<file path="config.mk">
export PLATFORM = sky130hd
export DESIGN_NAME = square_drawer
export DESIGN_NICKNAME = d
export VERILOG_FILES = /design/src/rtl/square_drawer.sv
export SDC_FILE = /design/constraint.sdc
export NUM_CORES = 1
export LEC_CHECK = 0
export BUFFER_PORTS_ARGS = -buffer_cell sky130_fd_sc_hd__buf_2
export CAP_MARGIN = 20
export CELL_PAD_IN_SITES_DETAIL_PLACEMENT = 1
export CELL_PAD_IN_SITES_GLOBAL_PLACEMENT = 1
export CORE_MARGIN = 3
export CORE_UTILIZATION = 39
export DETAILED_ROUTE_END_ITERATION = 10
export PLACE_DENSITY = 0.85
export SYNTH_ARGS = -nofsm -noshare
export SYNTH_HDL_FRONTEND = slang
export SYNTH_SLANG_ARGS = --single-unit
export TNS_END_PERCENT = 20
</file>
<file path="constraint.sdc">
create_clock -name clk -period 2.75 [get_ports clk]
set_clock_uncertainty 0.2 [all_clocks]
set_input_delay 0.275 -clock clk [delete_from_list [all_inputs] [get_ports clk]]
set_output_delay 0.275 -clock clk [all_outputs]
set_load 0.03 [all_outputs]
</file>
<file path="src/rtl/square_drawer.sv">
// square_drawer: turns one square request (top-left, colour, fill/erase)
// into SIZE x SIZE single-pixel writes for the VGA adapter, one per clock,
// with a ready/start/done handshake toward the square selector.
//
// All outputs are registers. The pixel for the next cycle is computed from
// the next counter values, so the first pixel is on the outputs in the
// cycle right after start is accepted.
module square_drawer #(
  parameter int SIZE     = 4,
  parameter int SCREEN_W = 160,
  parameter int SCREEN_H = 120
) (
  input  logic       clk,
  input  logic       reset,
  input  logic       start,
  input  logic [7:0] in_x,
  input  logic [6:0] in_y,
  input  logic [2:0] in_colour,
  input  logic       in_fill,
  output logic       ready,
  output logic       done,
  output logic [7:0] vga_x,
  output logic [6:0] vga_y,
  output logic [2:0] vga_colour,
  output logic       plot
);

  // Offset counter width; SIZE is limited to 2..8 so this is 1..3 bits.
  localparam int CW = $clog2(SIZE);

  localparam logic [1:0] S_IDLE = 2'd0;
  localparam logic [1:0] S_DRAW = 2'd1;
  localparam logic [1:0] S_DONE = 2'd2;

  localparam logic [CW-1:0] LAST = CW'(SIZE - 1);
  localparam logic [CW-1:0] ONE  = CW'(1);
  localparam logic [8:0]    XLIM = 9'(SCREEN_W);
  localparam logic [7:0]    YLIM = 8'(SCREEN_H);

  logic [1:0]    state;
  logic [7:0]    x_l;
  logic [6:0]    y_l;
  logic [2:0]    colour_l;
  logic [CW-1:0] dx;
  logic [CW-1:0] dy;

  logic [CW-1:0] nxt_dx;
  logic [CW-1:0] nxt_dy;
  logic          last_px;
  logic [8:0]    sum_x;
  logic [7:0]    sum_y;
  logic [8:0]    start_x;
  logic [7:0]    start_y;
  logic [2:0]    start_colour;

  // A pixel is written only when its full-width coordinates land on screen;
  // the wider sums keep a square that runs past x=255 or y=127 from
  // wrapping back onto the visible area.
  function automatic logic on_screen(input logic [8:0] sx, input logic [7:0] sy);
    return (sx < XLIM) && (sy < YLIM);
  endfunction

  // Row-major advance of the offset counters and the coordinates they address.
  always_comb begin
    nxt_dx  = dx;
    nxt_dy  = dy;
    last_px = (dx == LAST) && (dy == LAST);
    if (dx == LAST) begin
      nxt_dx = '0;
      nxt_dy = dy + ONE;
    end else begin
      nxt_dx = dx + ONE;
    end
    sum_x        = {1'b0, x_l} + 9'(nxt_dx);
    sum_y        = {1'b0, y_l} + 8'(nxt_dy);
    start_x      = {1'b0, in_x};
    start_y      = {1'b0, in_y};
    start_colour = in_fill ? in_colour : 3'b000;
  end

  // Control FSM, request latches and registered pixel outputs.
  always_ff @(posedge clk) begin
    if (reset) begin
      state      <= S_IDLE;
      x_l        <= '0;
      y_l        <= '0;
      colour_l   <= '0;
      dx         <= '0;
      dy         <= '0;
      ready      <= 1'b1;
      done       <= 1'b0;
      plot       <= 1'b0;
      vga_x      <= '0;
      vga_y      <= '0;
      vga_colour <= '0;
    end else begin
      case (state)
        S_IDLE: begin
          done <= 1'b0;
          plot <= 1'b0;
          if (start) begin
            state      <= S_DRAW;
            x_l        <= in_x;
            y_l        <= in_y;
            colour_l   <= start_colour;
            dx         <= '0;
            dy         <= '0;
            ready      <= 1'b0;
            vga_x      <= in_x;
            vga_y      <= in_y;
            vga_colour <= start_colour;
            plot       <= on_screen(start_x, start_y);
          end
        end
        S_DRAW: begin
          ready <= 1'b0;
          if (last_px) begin
            // Last pixel was on the outputs this cycle; hold coordinates.
            state <= S_DONE;
            plot  <= 1'b0;
            done  <= 1'b1;
          end else begin
            dx         <= nxt_dx;
            dy         <= nxt_dy;
            vga_x      <= sum_x[7:0];
            vga_y      <= sum_y[6:0];
            vga_colour <= colour_l;
            plot       <= on_screen(sum_x, sum_y);
          end
        end
        S_DONE: begin
          state <= S_IDLE;
          done  <= 1'b0;
          plot  <= 1'b0;
          ready <= 1'b1;
        end
        default: begin
          state <= S_IDLE;
          done  <= 1'b0;
          plot  <= 1'b0;
          ready <= 1'b1;
        end
      endcase
    end
  end

endmodule

</file>
==> results of run 1 <==
flip-flops by register name, indices dropped and copies added, names as in the netlist:
signal / cells
dy: 2
colour_l: 3
vga_y: 7
state: 2
vga_colour: 3
ready: 1
y_l: 7
done: 1
vga_x: 8
x_l: 8
plot: 1
dx: 2
power breakdown:
group,switching (W),internal (W)
sequential,0.0000300,0.000689
combinational,0.000155,0.0000817
clock,0.000223,0.000200
total,0.000409,0.000971
layer usage:
metal / share of wire [%] / up-vias / GRT usage (%)
met1: 45 / 985 / 23.3
met5: 0 / - / 0
met2: 50 / 34 / 35.6
met4: 2.2 / 0 / 7.94
met3: 3.4 / 12 / 4.48
li1: - / 986 / -
per-stage QoR:
step	cell area, µm²	instances	hold WS (ps)
after floorplan	2140	270	211
after global placement	2400	370	231
after detailed placement	2400	370	239
after CTS	2490	377	15.4
after global routing	2500	377	18.0
final	2500	377	18.9
Yosys cell counts, drive strengths merged:
library cell | number | area, µm²
a211o | 1 | 8.76
a211oi | 3 | 27.5
a21oi | 34 | 170
a22o | 4 | 35.0
a311o | 1 | 10.0
a31o | 2 | 17.5
a31oi | 1 | 6.26
and2 | 2 | 12.5
and3 | 3 | 18.8
buf | 7 | 46.3
clkbuf | 10 | 37.5
dfxtp | 45 | 901
fa | 2 | 40.0
ha | 6 | 75.1
inv | 9 | 33.8
mux2i | 3 | 30.0
nand2 | 56 | 210
nand2b | 2 | 20.0
nand3 | 7 | 35.0
nand3b | 2 | 15.0
nand4 | 2 | 12.5
nand4b | 1 | 8.76
nor2 | 24 | 90.1
nor2b | 3 | 18.8
nor3 | 6 | 30.0
o2111ai | 1 | 8.76
o211ai | 1 | 7.51
o21ai | 18 | 90.1
o311a | 1 | 10.0
o311ai | 1 | 8.76
xnor2 | 7 | 61.3
xor2 | 5 | 43.8
cells by family after synthesis:
logic type      after synthesis  share of synthesized area [%]
simple gates                108                           22.0
compound gates               68                           18.7
flops                        45                           42.1
buf+inv                      26                           5.49
xor+xnor                     12                           4.91
fa+ha+maj                     8                           5.38
mux                           3                           1.40
worst min-delay path, delay by kind of cell:
family / cells / cell delay [ps]
buffers and inverters: 1 / 100
AND/OR/NAND/NOR: 1 / 50
AO/OA/AOI/OAI: 1 / 50
repair_timing:
item	in CTS	in global routing
gates resized for setup	0	4
endpoints found under the setup margin	0	3
endpoints found under the hold margin	0	0
cell type report:
cell class                 count  area [µm²]  area share [%]
clock buffer                   7        86.3            3.45
sequential                    45         902            36.0
timing repair buffer          47         260            10.4
inverter                       9        33.8            1.35
tap                           70        87.6            3.50
multi-input combinational    199        1130            45.3
path summary, 6_finish.rpt:
path,endpoint,slack [ps],depth (start not counted)
worst max-delay path,vga_y[6]$_SDFFE_PP0P_,260,10
worst min-delay path,y_l[2]$_SDFFE_PP0P_,20,3
worst max register to register,vga_y[6]$_SDFFE_PP0P_,260,10
worst min register to register,vga_x[2]$_SDFFE_PP0P_,240,2
==> run metrics, run 1 <==
commonest non-fill, non-tap cells in the layout 56 x nand2_1, 44 x dfxtp_1, 42 x buf_2; PwrDens 551 mW/mm²; maxcap violations 0; Max clock buf depth 2; H-tree lvl count 2; Setup crit start dx[0]$_SDFFE_PP0P_; Post-Syn Instances 270; minimum clock period 2490 ps; Initial Utilization 41.1%; RSZ-0062 raised after global routing no; Antenna Nets Post-Route 0; Critical Setup Path Class reg -> reg; Final #Nets 337; Final setup violation count 0; Via Count 2017; Ports 43; Least-Margin Pin Slew 1020 ps; synthesis-stage register bit count 45; peak supply drop 304 µV; Wirelength per Cell 16.0 µm; Fmax 0.401 GHz; Slew headroom 32.1%; leakage 1.03 nW; slowest CP cell dfxtp_2; post-layout util 48.1%; crit-path leading delay family adder cells; Syn. warnings 0; clk sinks 45; period utilisation layout 90.6%; Die Area 0.00641 mm²; PortBufs 42; crit path buf inv count 1; Clock Latency Late Sink 300 ps; Final Hold Viols 0; Final Wtd Congestion 0.854; Post-CTS Setup Bufs 0; Ant. Diodes 0; CTS Hold Bufs 0; initial antenna violation count 0; first-pass GRT wire length 9850 µm; clk slew on worst S/H paths 80 ps; CP required 2750 ps; Initial DRT Pass Iterations 4; Hold Path Class in -> reg; max-slew violations 0; chip width 80.1 µm; Synth Area per Inst 7.93 µm²; status completed; largest net degree at the start of global routing 28; DP HPWL 4170 µm; drc violations 0; delay of the slowest critical-path stage 380 ps; CTS root buf clkbuf_8; core area 0.00520 mm²; Worst setup SP type flip-flop; commonest non-fill, non-tap cell in the layout nand2_1; synth unique cells 39; Area Growth Syn to Fin 17.0%; Die H 80.1 µm; chain of cells forming the critical path ha_4, xor2_1, ha_1, inv_1, fa_1, nand3b_1, nor2_1, xnor2_1, o21ai_0, a22o_1; TritonCTS clock tree built; register area share after synthesis 42.1%; Final Power 0.00138 W; Row Count 26; via-per-instance ratio 5.35; CP Max Fanout 4; slack of the critical path 259 ps; min-delay src in_y[2]; R2R Path Start dx[0]$_SDFFE_PP0P_; crit path DAT 2490 ps; Synth Cell Area 0.00214 mm²; Starting DRT DRC Count 44; setup TNS 0 ps; syn_nets 300; CP Capture Type flip-flop; vias in the first global route 2077; Tot GR Track Use 20.1%; gr ovfl total 0; total clock buffers created by CTS 5; share of layout cells above drive strength 1 19.2%; Post-Route WL 6020 µm; pre-CTS setup slack 120 ps; Fillers 682
No activity file was read; power rests on OpenSTA's default activity.
==> run 2, diff against run 1 <==
Settings changed: CTS_CLUSTER_SIZE set to 28, REMOVE_ABC_BUFFERS set to 1, TNS_END_PERCENT 20 to unset.
==> run 2 against run 1 <==
  * Utilization is 0.53 points higher
  * Critical path depth fell by 1
  * Combinational power about the same
  * Sequential cell count is the same
  * Maximum frequency decreased by 2.5%
  * Critical endpoint is now plot$_SDFF_PP0_
  * Largest power group unchanged
==> run metrics, run 2 (synthesis gave the netlist of run 1 again) <==
via-per-instance ratio 5.20 (was 5.35); Ant. Diodes 0 (unchanged); Final Power 0.00142 W (was 0.00138 W); CP required 2730 ps (was 2750 ps); Hold WS 11.7 ps (was 18.9 ps); Least-Margin Pin Slew 982 ps (was 1020 ps); Die Area 0.00641 mm² (unchanged); Critical Setup Path Class reg -> reg (unchanged); clk sinks 45 (unchanged); Finished Cell Area 0.00253 mm² (was 0.00250 mm²); clk slew on worst S/H paths 90 ps (was 80 ps); Starting DRT DRC Count 116 (was 44); initial antenna violation count 0 (unchanged); share of layout cells above drive strength 1 20.6% (was 19.2%); Final Hold Viols 0 (unchanged); status completed (unchanged); crit path buf inv count 1 (unchanged); Placed Instances 373 (was 370); Max clock buf depth 2 (unchanged); H-tree lvl count 2 (unchanged); peak supply drop 225 µV (was 304 µV); delay of the slowest critical-path stage 450 ps (was 380 ps); CTS root buf clkbuf_8 (unchanged); maxcap violations 0 (unchanged); crit-path leading delay family adder cells (unchanged); crit path DAT 2540 ps (was 2490 ps); gr ovfl total 0 (unchanged); minimum clock period 2560 ps (was 2490 ps); setup TNS 0 ps (unchanged); Final #Nets 340 (was 337); core area 0.00520 mm² (unchanged); Slew headroom 34.5% (was 32.1%); fin cells 381 (was 377); Clock Latency Late Sink 300 ps (about the same); Fmax 0.391 GHz (was 0.401 GHz); max-slew violations 0 (unchanged); commonest non-fill, non-tap cell in the layout nand2_1 (unchanged); Wirelength per Cell 15.5 µm (was 16.0 µm); Post-Route WL 5900 µm (was 6020 µm); most frequent cell on the critical path xor2_1; chain of cells forming the critical path ha_4, xor2_1, ha_1, inv_1, fa_1, nand3b_1, xor2_1, o311ai_0, o21ai_0 (was ha_4, xor2_1, ha_1, inv_1, fa_1, nand3b_1, nor2_1, xnor2_1, o21ai_0, a22o_1); Post-CTS Setup Bufs 0 (unchanged); DP HPWL 4240 µm (was 4170 µm); Final Wtd Congestion 0.792 (was 0.854); CP Capture Type flip-flop (unchanged); period utilisation layout 92.9% (was 90.6%); Via Count 1983 (was 2017); vias in the first global route 2087 (was 2077); Initial Utilization 41.1% (unchanged); Cell Area, Placed 0.00241 mm² (was 0.00240 mm²); PwrDens 559 mW/mm² (was 551 mW/mm²); Initial DRT Pass Iterations 4 (unchanged); Antenna Nets Post-Route 0 (unchanged); PortBufs 42 (unchanged); slowest CP cell dfxtp_1 (was dfxtp_2); Area Growth Syn to Fin 18.3% (was 17.0%); Row Count 26 (unchanged); Regs by FF count vga_x: 8 flops, x_l: 8 flops (unchanged); Tot GR Track Use 19.8% (was 20.1%); chip width 80.1 µm (unchanged); Ports 43 (unchanged); Die H 80.1 µm (unchanged); total clock buffers created by CTS 5 (unchanged); Final setup violation count 0 (unchanged); leakage 1.05 nW (was 1.03 nW); Hold Path Class in -> reg (unchanged); largest net degree at the start of global routing 28 (unchanged); TritonCTS clock tree built (unchanged); first-pass GRT wire length 9830 µm (was 9850 µm); drc violations 0 (unchanged); CP Max Fanout 4 (unchanged); commonest non-fill, non-tap cells in the layout 56 x nand2_1, 45 x dfxtp_1, 42 x buf_2 (was 56 x nand2_1, 44 x dfxtp_1, 42 x buf_2); Worst setup SP type flip-flop (unchanged)
run 2: path summary, 6_finish.rpt:
kind,startpoint,endpoint,slack [ps],cells after the start
worst max-delay path,dx[0]$_SDFFE_PP0P_,plot$_SDFF_PP0_,190,9
worst min-delay path,in_x[1],x_l[1]$_SDFFE_PP0P_,10,3
worst max register to register,dx[0]$_SDFFE_PP0P_,plot$_SDFF_PP0_,190,9
worst min register to register,vga_y[2]$_SDFFE_PP0P_,vga_y[2]$_SDFFE_PP0P_,250,2
run 2: layout make-up:
cell class | instances | area [µm²]
repair buffers | 50 | 270
multi-input cells | 199 | 1140
flip-flops and latches | 45 | 901
fillers | 681 | 2670
clock inverters | 1 | 5.00
inverters | 9 | 33.8
well taps | 70 | 87.6
clock buffers | 7 | 96.3
run 2: where the power goes:
group | switching, W | internal [W] | total [W]
Sequential | 0.0000305 | 0.000689 | 0.000720
Clock | 0.000232 | 0.000227 | 0.000459
Combinational | 0.000153 | 0.0000834 | 0.000237
run 2: per-layer routing:
layer  GRT usage [%]  wire length (µm)  vias to the layer above
met5               0                 0                        -
met4            7.09                80                        0
met3            3.48               218                        7
met2            35.2              2900                       36
met1            23.9              2690                      949
li1                -                 -                      991
run 2: what timing repair did:
item	in CTS	in global routing
hold buffers	0	0
resized for setup	0	3
endpoints found under the setup margin	0	5
run 2: worst register-to-register path, delay by kind of cell, from the launching register on:
| family | cells | cell delay [ps] |
|---|---|---|
| adder cells (fa/ha/maj) | 3 | 780 |
| flip-flops | 1 | 450 |
| AO/OA/AOI/OAI | 2 | 380 |
| XOR/XNOR | 2 | 350 |
| AND/OR/NAND/NOR | 1 | 220 |
| buffers and inverters | 1 | 50 |
run 2: through the flow:
| step | util, % | setup WS (ps) |
|---|---|---|
| 6_report | 48.7 | 194 |
| 5_1_grt | 48.7 | -5.89 |
| 4_1_cts | 48.3 | 160 |
| 3_5_place_dp | 46.4 | 166 |
| 3_3_place_gp | 46.4 | 294 |
| 2_1_floorplan | - | 312 |
